$ cat config.mk
export PLATFORM = sky130hd
export DESIGN_NAME = load_unit_flat
export DESIGN_NICKNAME = d
export VERILOG_FILES = /design/src/rtl/load_pkg.sv /design/src/rtl/load_unit_if.sv /design/src/rtl/load_extract.sv /design/src/rtl/load_unit.sv /design/src/flat_wrapper.sv
export SDC_FILE = /design/constraint.sdc
export NUM_CORES = 1
export LEC_CHECK = 0
export ABC_AREA = 1
export BUFFER_PORTS_ARGS = -buffer_cell sky130_fd_sc_hd__buf_2
export CAP_MARGIN = 20
export CORE_AREA = 10 10 108 135
export DETAILED_ROUTE_END_ITERATION = 8
export DIE_AREA = 0 0 118 145
export PLACE_DENSITY_LB_ADDON = 0.25
export SYNTH_ARGS = -nofsm -noshare
export SYNTH_HDL_FRONTEND = slang
export SYNTH_SLANG_ARGS = --single-unit
$ cat constraint.sdc
create_clock -name clk -period 1.85 [get_ports clk]
set_input_delay 0.185 -clock clk [delete_from_list [all_inputs] [get_ports clk]]
set_output_delay 0.185 -clock clk [all_outputs]
set_load 0.01 [all_outputs]
$ cat src/rtl/load_pkg.sv
`default_nettype none
// ============================================================================
// Module      : load_pkg
// Description : Shared funct3 encodings, FSM state type and legality helper
//               for the load unit.
// Revision    : 1.0 - initial release
// ============================================================================
package load_pkg;

    localparam logic [2:0] F3_LB  = 3'b000;
    localparam logic [2:0] F3_LH  = 3'b001;
    localparam logic [2:0] F3_LW  = 3'b010;
    localparam logic [2:0] F3_LBU = 3'b100;
    localparam logic [2:0] F3_LHU = 3'b101;

    typedef enum logic [1:0] {
        S_IDLE = 2'd0,
        S_REQ  = 2'd1,
        S_WAIT = 2'd2,
        S_DONE = 2'd3
    } load_state_t;

    // True for the five funct3 encodings that name a real load
    function automatic logic f3_legal(input logic [2:0] f3);
        return (f3 == F3_LB) || (f3 == F3_LH) || (f3 == F3_LW) ||
               (f3 == F3_LBU) || (f3 == F3_LHU);
    endfunction

endpackage
`default_nettype wire

$ cat src/rtl/load_unit_if.sv
`default_nettype none
// ============================================================================
// Module      : load_unit_if
// Description : Data-memory read port (request/grant/response) used by the
//               load unit. master = load unit, slave = memory.
// Revision    : 1.0 - initial release
// ============================================================================
interface load_unit_if
    import load_pkg::*;
#(
    parameter int ADDR_W = 32
) ();

    logic              mem_req;
    logic [ADDR_W-1:0] mem_addr;
    logic              mem_gnt;
    logic              mem_rvalid;
    logic [31:0]       mem_rdata;

    modport master (
        output mem_req,
        output mem_addr,
        input  mem_gnt,
        input  mem_rvalid,
        input  mem_rdata
    );

    modport slave (
        input  mem_req,
        input  mem_addr,
        output mem_gnt,
        output mem_rvalid,
        output mem_rdata
    );

endinterface
`default_nettype wire

$ cat src/rtl/load_extract.sv
`default_nettype none
// ============================================================================
// Module      : load_extract
// Description : Combinational lane select and sign/zero extension of a
//               little-endian memory word into a 32-bit load result.
// Revision    : 1.0 - initial release
// ============================================================================
module load_extract
    import load_pkg::*;
(
    input  wire logic [2:0]  funct3,
    input  wire logic [1:0]  offset,
    input  wire logic [31:0] word,
    output logic      [31:0] result
);

    logic [7:0]  w_byte;
    logic [15:0] w_half;

    // Pick the addressed lane, then extend according to the load type
    always_comb begin
        w_byte = word[7:0];
        w_half = offset[1] ? word[31:16] : word[15:0];
        result = '0;
        case (offset)
            2'd0:    w_byte = word[7:0];
            2'd1:    w_byte = word[15:8];
            2'd2:    w_byte = word[23:16];
            default: w_byte = word[31:24];
        endcase
        case (funct3)
            F3_LB:   result = {{24{w_byte[7]}}, w_byte};
            F3_LH:   result = {{16{w_half[15]}}, w_half};
            F3_LW:   result = word;
            F3_LBU:  result = {24'd0, w_byte};
            F3_LHU:  result = {16'd0, w_half};
            default: result = '0;
        endcase
    end

endmodule
`default_nettype wire

$ cat src/rtl/load_unit.sv
`default_nettype none
// ============================================================================
// Module      : load_unit
// Description : Accepts a decoded load, issues one word read to data memory
//               and returns the aligned, extended writeback value. Stalls
//               execute through in_ready while an access is outstanding.
//               Optional macro LOAD_MISALIGN_TRAP_EN: misaligned halfword /
//               word loads skip memory and complete with out_err.
// Revision    : 1.0 - initial release
// ============================================================================
module load_unit
    import load_pkg::*;
#(
    parameter int ADDR_W = 32
) (
    input  wire logic              clk,
    input  wire logic              rst,
    input  wire logic              in_valid,
    output logic                   in_ready,
    input  wire logic [3:0]        ld_op,
    input  wire logic [ADDR_W-1:0] addr,
    input  wire logic [4:0]        rd,
    load_unit_if.master            mem,
    output logic                   out_valid,
    output logic [4:0]             out_rd,
    output logic [31:0]            out_data,
    output logic                   out_err
);

    load_state_t       r_state;
    load_state_t       w_next;
    logic [2:0]        r_f3;
    logic [1:0]        r_off;
    logic [4:0]        r_rd;
    logic [ADDR_W-1:0] r_addr;
    logic [31:0]       r_data;
    logic              r_err;
    logic              w_accept;
    logic              w_reject;
    logic              w_misalign;
    logic [31:0]       w_ext;

    assign w_accept = (r_state == S_IDLE) && in_valid && ld_op[0];

`ifdef LOAD_MISALIGN_TRAP_EN
    assign w_misalign = (((ld_op[3:1] == F3_LH) || (ld_op[3:1] == F3_LHU)) && addr[0]) ||
                        ((ld_op[3:1] == F3_LW) && (addr[1:0] != 2'b00));
`else
    assign w_misalign = 1'b0;
`endif

    // Rejected loads never touch memory and complete straight from IDLE
    assign w_reject = !f3_legal(ld_op[3:1]) || w_misalign;

    load_extract u_extract (
        .funct3 (r_f3),
        .offset (r_off),
        .word   (mem.mem_rdata),
        .result (w_ext)
    );

    // State register
    always_ff @(posedge clk) begin
        if (rst) begin
            r_state <= S_IDLE;
        end else begin
            r_state <= w_next;
        end
    end

    // Next-state and handshake outputs; grant/response only count in REQ/WAIT
    always_comb begin
        w_next         = r_state;
        in_ready       = 1'b0;
        mem.mem_req    = 1'b0;
        out_valid      = 1'b0;
        case (r_state)
            S_IDLE: begin
                in_ready = 1'b1;
                if (w_accept) begin
                    w_next = w_reject ? S_DONE : S_REQ;
                end
            end
            S_REQ: begin
                mem.mem_req = 1'b1;
                if (mem.mem_gnt) begin
                    w_next = S_WAIT;
                end
            end
            S_WAIT: begin
                if (mem.mem_rvalid) begin
                    w_next = S_DONE;
                end
            end
            S_DONE: begin
                out_valid = 1'b1;
                w_next    = S_IDLE;
            end
            default: w_next = S_IDLE;
        endcase
    end

    // Capture the load on accept and the extracted result on response
    always_ff @(posedge clk) begin
        if (rst) begin
            r_f3   <= '0;
            r_off  <= '0;
            r_rd   <= '0;
            r_addr <= '0;
            r_data <= '0;
            r_err  <= 1'b0;
        end else begin
            if (w_accept) begin
                r_f3   <= ld_op[3:1];
                r_off  <= addr[1:0];
                r_rd   <= rd;
                r_addr <= {addr[ADDR_W-1:2], 2'b00};
                r_data <= '0;
                r_err  <= w_reject;
            end
            if ((r_state == S_WAIT) && mem.mem_rvalid) begin
                r_data <= w_ext;
            end
        end
    end

    assign mem.mem_addr = r_addr;
    assign out_rd       = r_rd;
    assign out_data     = r_data;
    assign out_err      = r_err;

endmodule
`default_nettype wire

$ cat src/flat_wrapper.sv
// flat-port wrapper written by rule: the top's interface ports become plain ports
module load_unit_flat import load_pkg::*;
#(
    parameter int ADDR_W = 32
)
  (clk, rst, in_valid, in_ready, ld_op, addr, rd, out_valid, out_rd, out_data, out_err, mem_mem_req, mem_mem_addr, mem_mem_gnt, mem_mem_rvalid, mem_mem_rdata);
  load_unit_if #(.ADDR_W(ADDR_W)) mem_i ();
  input  wire logic clk;
  input  wire logic rst;
  input  wire logic in_valid;
  output logic in_ready;
  input  wire logic [3:0] ld_op;
  input  wire logic [ADDR_W-1:0] addr;
  input  wire logic [4:0] rd;
  output logic out_valid;
  output logic [4:0] out_rd;
  output logic [31:0] out_data;
  output logic out_err;
  output wire logic [$bits(mem_i.mem_req)-1:0] mem_mem_req;
  output wire logic [$bits(mem_i.mem_addr)-1:0] mem_mem_addr;
  input wire logic [$bits(mem_i.mem_gnt)-1:0] mem_mem_gnt;
  input wire logic [$bits(mem_i.mem_rvalid)-1:0] mem_mem_rvalid;
  input wire logic [$bits(mem_i.mem_rdata)-1:0] mem_mem_rdata;
  assign mem_mem_req = mem_i.mem_req;
  assign mem_mem_addr = mem_i.mem_addr;
  assign mem_i.mem_gnt = mem_mem_gnt;
  assign mem_i.mem_rvalid = mem_mem_rvalid;
  assign mem_i.mem_rdata = mem_mem_rdata;
  load_unit #(.ADDR_W(ADDR_W)) u_core (.clk(clk), .rst(rst), .in_valid(in_valid), .in_ready(in_ready), .ld_op(ld_op), .addr(addr), .rd(rd), .mem(mem_i), .out_valid(out_valid), .out_rd(out_rd), .out_data(out_data), .out_err(out_err));
endmodule
== Word-level counts from Yosys, hierarchy flattened ==
Index checks and enable logic that the tools add are counted.

* Input port bits: 78
* Logic and storage cells: 50
* Flip-flop bits (word level): 75

* Eq/ne operators: 16
* Multiplexer cells: 13
* Reductions and logical operators: 14

{| class="wikitable"
|+ Operators by type and width
! kind !! count
|-
| $pmux 32 s5 || 1
|-
| $mux 32 || 2
|-
| $pmux 8 s3 || 1
|-
| $mux 16 || 1
|-
| $eq 3x3->1 const B || 4
|-
| $mux 2 || 4
|-
| $pmux 2 s4 || 1
|-
| $eq 2x2->1 const B || 3
|-
| $eq 3x1->1 const B || 2
|-
| $eq 3x2->1 const B || 2
|-
| $logic_not 3->1 || 2
|-
| $eq 2x1->1 const B || 2
|-
| $logic_not 2->1 || 2
|-
| $logic_or 1x1->1 || 4
|-
| $ne 2x2->1 const B || 2
|-
| $logic_and 1x1->1 || 3
|-
| $mux 1 || 3
|-
| $reduce_and 3->1 || 1
|-
| $ne 2x1->1 const B || 1
|-
| $reduce_bool 2->1 || 1
|-
| $logic_not 1->1 || 1
|}

== Longest topological paths before layout ==
* Depth after elaboration: 8
* Gate-level depth with buffers: 9
* Mapped depth without buffers: 9

== Hierarchy ==
A second synthesis with hierarchy kept.

* Cell total of the unflattened synthesis: 564
* Area total of the unflattened synthesis: 3846.2 um^2

{| class="wikitable"
|+ Modules (own cells, without submodules)
! module !! area an instance (um^2) !! cells an instance !! instances !! seq. area each (um^2)
|-
| load_unit || 2816.5 || 359 || 1 || 1501.4
|-
| load_extract || 1029.7 || 205 || 1 || 0.0
|}

== Worst setup path before layout ==
Ideal clock, no wire load.

* Path kind: register to register
* From: register u_core.r_state[0]
* To: register u_core.r_addr[22], in the netlist u_core.mem.mem_addr[22]
* Path slack: 424 ps
* Arrival time: 1355 ps
* Cell stages (with the launch flop): 7
* Path through: dfxtp_1 inv_1 ha_1 buf_2 clkbuf_1 nand4_1 a21oi_1

* Cells in the longest elaborated chain, start to end: 3

{| class="wikitable"
|+ RTL lines
! what !! line !! RTL
|-
| start: declaration || load_unit.sv:30 || <nowiki>load_state_t r_state;</nowiki>
|-
| start signal: assignment || load_unit.sv:67 || <nowiki>r_state <= w_next;</nowiki>
|-
| $logic_not 2->1 || load_unit.sv:43 || <nowiki>assign w_accept = (r_state == S_IDLE) && in_valid && ld_op[0];</nowiki>
|-
| $logic_and 1x1->1 (2 in a row) || load_unit.sv:43 ||
|-
| end signal: assignment || load_unit.sv:117 || <nowiki>r_addr <= {addr[ADDR_W-1:2], 2'b00};</nowiki>
|-
| end: declaration || load_unit.sv:35 || <nowiki>logic [ADDR_W-1:0] r_addr;</nowiki>
|}

No other way between the ends.
A chain may end at the register's enable or synchronous reset.

== Worst setup path in the final report ==
* From: register u_core.r_state[0]
* To: output port in_ready

* Cells in the longest elaborated chain, start to end: 2

{| class="wikitable"
|+ RTL lines
! what !! line !! RTL
|-
| $logic_not 2->1 || load_unit.sv:77 || <nowiki>case (r_state)</nowiki>
|-
| $mux 1 || load_unit.sv:77 ||
|-
| end: declaration || flat_wrapper.sv:11 || <nowiki>output logic in_ready;</nowiki>
|}

No other way between the ends.

==> key figures <==
STA
  – Max Slew Vio Count: 0
  – PnR worst setup slack: 0.1561 ns
  – RSZ-0062 raised after global routing: no
  – Peak Freq: 590.3 MHz
  – Final clock skew: 0.008762 ns
  – Min Tclk post-route: 1.694 ns
  – Setup TNS: 0 ns
  – Final Cycle Share: 0.9156
  – Finish-stage setup viols: 0
  – Count of final hold-check violations: 0

Synth
  – Top cell type by total area after synthesis: dfxtp_1
  – Count leader, synth: nand2_1
  – Commonest cells post-synth: 214 x nand2_1, 75 x dfxtp_1, 54 x a21oi_1, 52 x nor2_1, 50 x inv_1
  – Sequential fraction of the synthesis area: 0.3661
  – Largest family of logic cells by synthesized area: simple AND/OR/NAND/NOR gates
  – Post-Synth Simple-Gate Area: 0.3874
  – Top-area cell type share of the netlist area: 0.3661
  – Synth Area in Compound Gates: 0.1113
  – Post-synthesis mux area share: 0.002441
  – Post-synthesis register bit count: 75
  – Async set-reset flop share out of synthesis: 0
  – Syn Area/Cell: 6.702 sq um
  – Ys Warns: 0
  – Synth top area cells: dfxtp_1 37%, nand2_1 20%, a21oi_1 6.6%, nand4_1 5.3%, nor2_1 4.8%
  – Synth Cell Area: 4101 sq um
  – Post-Syn Instances: 612
  – Xor/xnor cell area share of the yosys netlist: 0
  – Post-synth EDFFs: 0
  – Ys flop type: dfxtp_1
  – Distinct cell type count after synthesis: 29
  – Post-Synth Adder-Cell Area: 0.01220

Clock tree
  – CTS H-Tree Depth: 3
  – Cts bufs inserted: 9
  – Clk Latency, worst-skew pair: 0.34 ns
  – CTS tree: yes
  – Clock Pin Slew Worst Setup and Hold Paths: 0.07 ns
  – Clk sinks: 75
  – Clock buffer depth: 2
  – Clock root buffer: clkbuf_16

Status
  – Status: finished clean

Global route
  – GRT Total Usage: 0.1538
  – Number of global-route vias before repair: 4401
  – Initial antenna violation count: 2
  – Pin count of the biggest net entering global routing: 41
  – Global route total overflow: 0
  – First-pass GRT wire length: 22.07 mm

Power
  – P_int: 3.434 mW
  – Switching part of the total: 0.3930
  – Worst VDD drop: 442.9 uV
  – Switching power: 2.223 mW
  – Register share of total power: 0.336
  – Gate power share: 0.365
  – Share of power burned in the clock network: 0.299
  – Cell Pwr Density: 1081 nW/um^2
  – Leak Pwr: 2.562 nW

Worst hold path
  – Worst Hold Class: input port to flop
  – WHS Endpoint: u_core.out_rd[4]$_SDFFE_PP0P_
  – Hold_sp: rd[4]
  – Hold path depth: 3

Detailed routing
  – DRC Markers: 0
  – Wire length per cell: 14.70 um
  – Drt pass-1 iters: 4
  – Final ANT Viol Nets: 0
  – First DRT Iteration DRCs: 233
  – Routed WL: 13.40 mm
  – DR vias/cell: 4.750
  – Via Count: 4327

Final layout
  – Fin util: 0.4384
  – Layout Nets: 823
  – Layout cells sized above 1: 0.2976
  – Number of fillers in the final layout: 1327
  – Layout area overhead: 27.58%

Worst setup path
  – Critical Path Source: u_core.r_state[0]$_SDFFE_PP0P_
  – R2r endpoint: u_core.out_data[6]$_SDFFE_PP0P_
  – Crit Path Category: flop to output pin
  – WP data required: 1.66 ns
  – CP Max Fanout: 40
  – Reg-to-reg slack, setup: 0.23 ns
  – CP Data Arrival Time: 1.51 ns
  – R2R depth: 8
  – Crit path capture type: output pin
  – Worst r2r src: u_core.r_state[0]$_SDFFE_PP0P_
  – Crit start category: flop

Placement
  – Gpl congestion: 0.8841
  – Dpl hpwl: 10.03 mm
  – Port Buffers: 148
  – Place WS: 0.2647 ns

Floorplan
  – Core box area: 11940 sq um
  – Initial Util: 0.3436
  – I/O pin total: 151
  – Die height: 145 um
  – Row cnt: 45
  – Chip Width: 118 um
  – Die area: 17110 sq um

Flow run
  – Max-Cap Viols: 0
## state kept, by name (all words and copies together), names as in the netlist
register             count
u_core.mem.mem_addr     30
u_core.out_data         32
u_core.out_err           1
u_core.out_rd            5
u_core.r_f3              3
u_core.r_off             2
u_core.r_state           2
## logic make-up after synthesis
kind of cell	after synthesis
adders and majority gates	4
other	1
AOI/OAI and AO/OA	77
DFF	75
muxes	1
buffers and inverters	100
and+or+nand+nor	354
## per-layer routing
metal  share of wire  GRT usage  vias to the layer above
met4           0.011    0.04585                        2
met5          0.0013          0                        -
met1            0.41     0.1722                     1940
li1                -          -                     2213
met3            0.11    0.07132                       14
met2            0.47     0.2548                      158
## through the flow
step	power, mW	hold slack (ns)	cell area (sq um)	instances
after floorplan	3.423	0.3349	4105	613
after global placement	3.966	0.4403	4940	894
after detailed placement	4.006	0.4475	4940	894
after CTS	5.712	0.08078	5226	910
after global routing	6.068	0.09427	5233	911
final	5.657	0.09241	5233	911
## cell usage in the layout (no fill, tap or decap), types with 3 or more instances in the layout
master / synthesis / final
a211oi_1: 5 / 5
a21oi_1: 54 / 54
a21oi_2: 15 / 15
buf_12: 1 / 5
buf_2: 17 / 148
buf_4: 4 / 8
clkbuf_16: 0 / 9
dfxtp_1: 75 / 75
ha_1: 4 / 4
inv_1: 50 / 50
inv_2: 5 / 5
nand2_1: 214 / 214
nand2_2: 4 / 4
nand3_1: 30 / 29
nand3_2: 10 / 11
nand4_1: 35 / 35
nor2_1: 52 / 52
nor2_4: 3 / 3
or2_2: 3 / 3
## how the worst max path moves through the flow
stage | cells past startpoint | to | slack, ns
finish | 4 | in_ready | 0.16
detailed placement | 8 | u_core.r_state[0]$_SDFFE_PP0P_ | 0.26
floorplan | 6 | u_core.mem.mem_addr[22]$_SDFFE_PP0P_ | 0.42
global route | 4 | in_ready | 0.08
global placement | 8 | u_core.out_data[15]$_SDFFE_PP0P_ | 0.35
CTS | 4 | in_ready | 0.05
## power groups by stage
stage          combinational (mW)  clock [mW]  sequential [mW]
2_1_floorplan                1.45           0             1.97
3_3_place_gp                 2.04           0             1.93
3_5_place_dp                 2.07           0             1.93
4_1_cts                      2.08        1.73             1.90
5_1_grt                      2.34        1.80             1.92
6_report                     2.07        1.69             1.90
## final cells by class
class / instances / area, sq um / share of cell area
repair buffers: 162 / 912.1 / 0.1743
multi-input cells: 438 / 2118 / 0.4048
diodes: 1 / 2.502 / 0.0004782
inverters: 55 / 206.4 / 0.03945
flip-flops and latches: 75 / 1501 / 0.2869
clock buffers: 9 / 225.2 / 0.04304
clock inverters: 7 / 61.31 / 0.01172
well taps: 164 / 205.2 / 0.03922
## what timing repair did
action                                  in CTS  in global routing
buffers inserted                             0                  0
endpoints found under the setup margin       0                  1
hold buffers                                 0                  0
resized for setup                            0                  1
## worst max-delay path, cell delays in order, from the launching register on
cell     delay [ns]
dfxtp_1        0.34
inv_1          0.09
ha_1           0.22
buf_6          0.31
buf_2          0.20
Power figures use the tool's default switching activity.
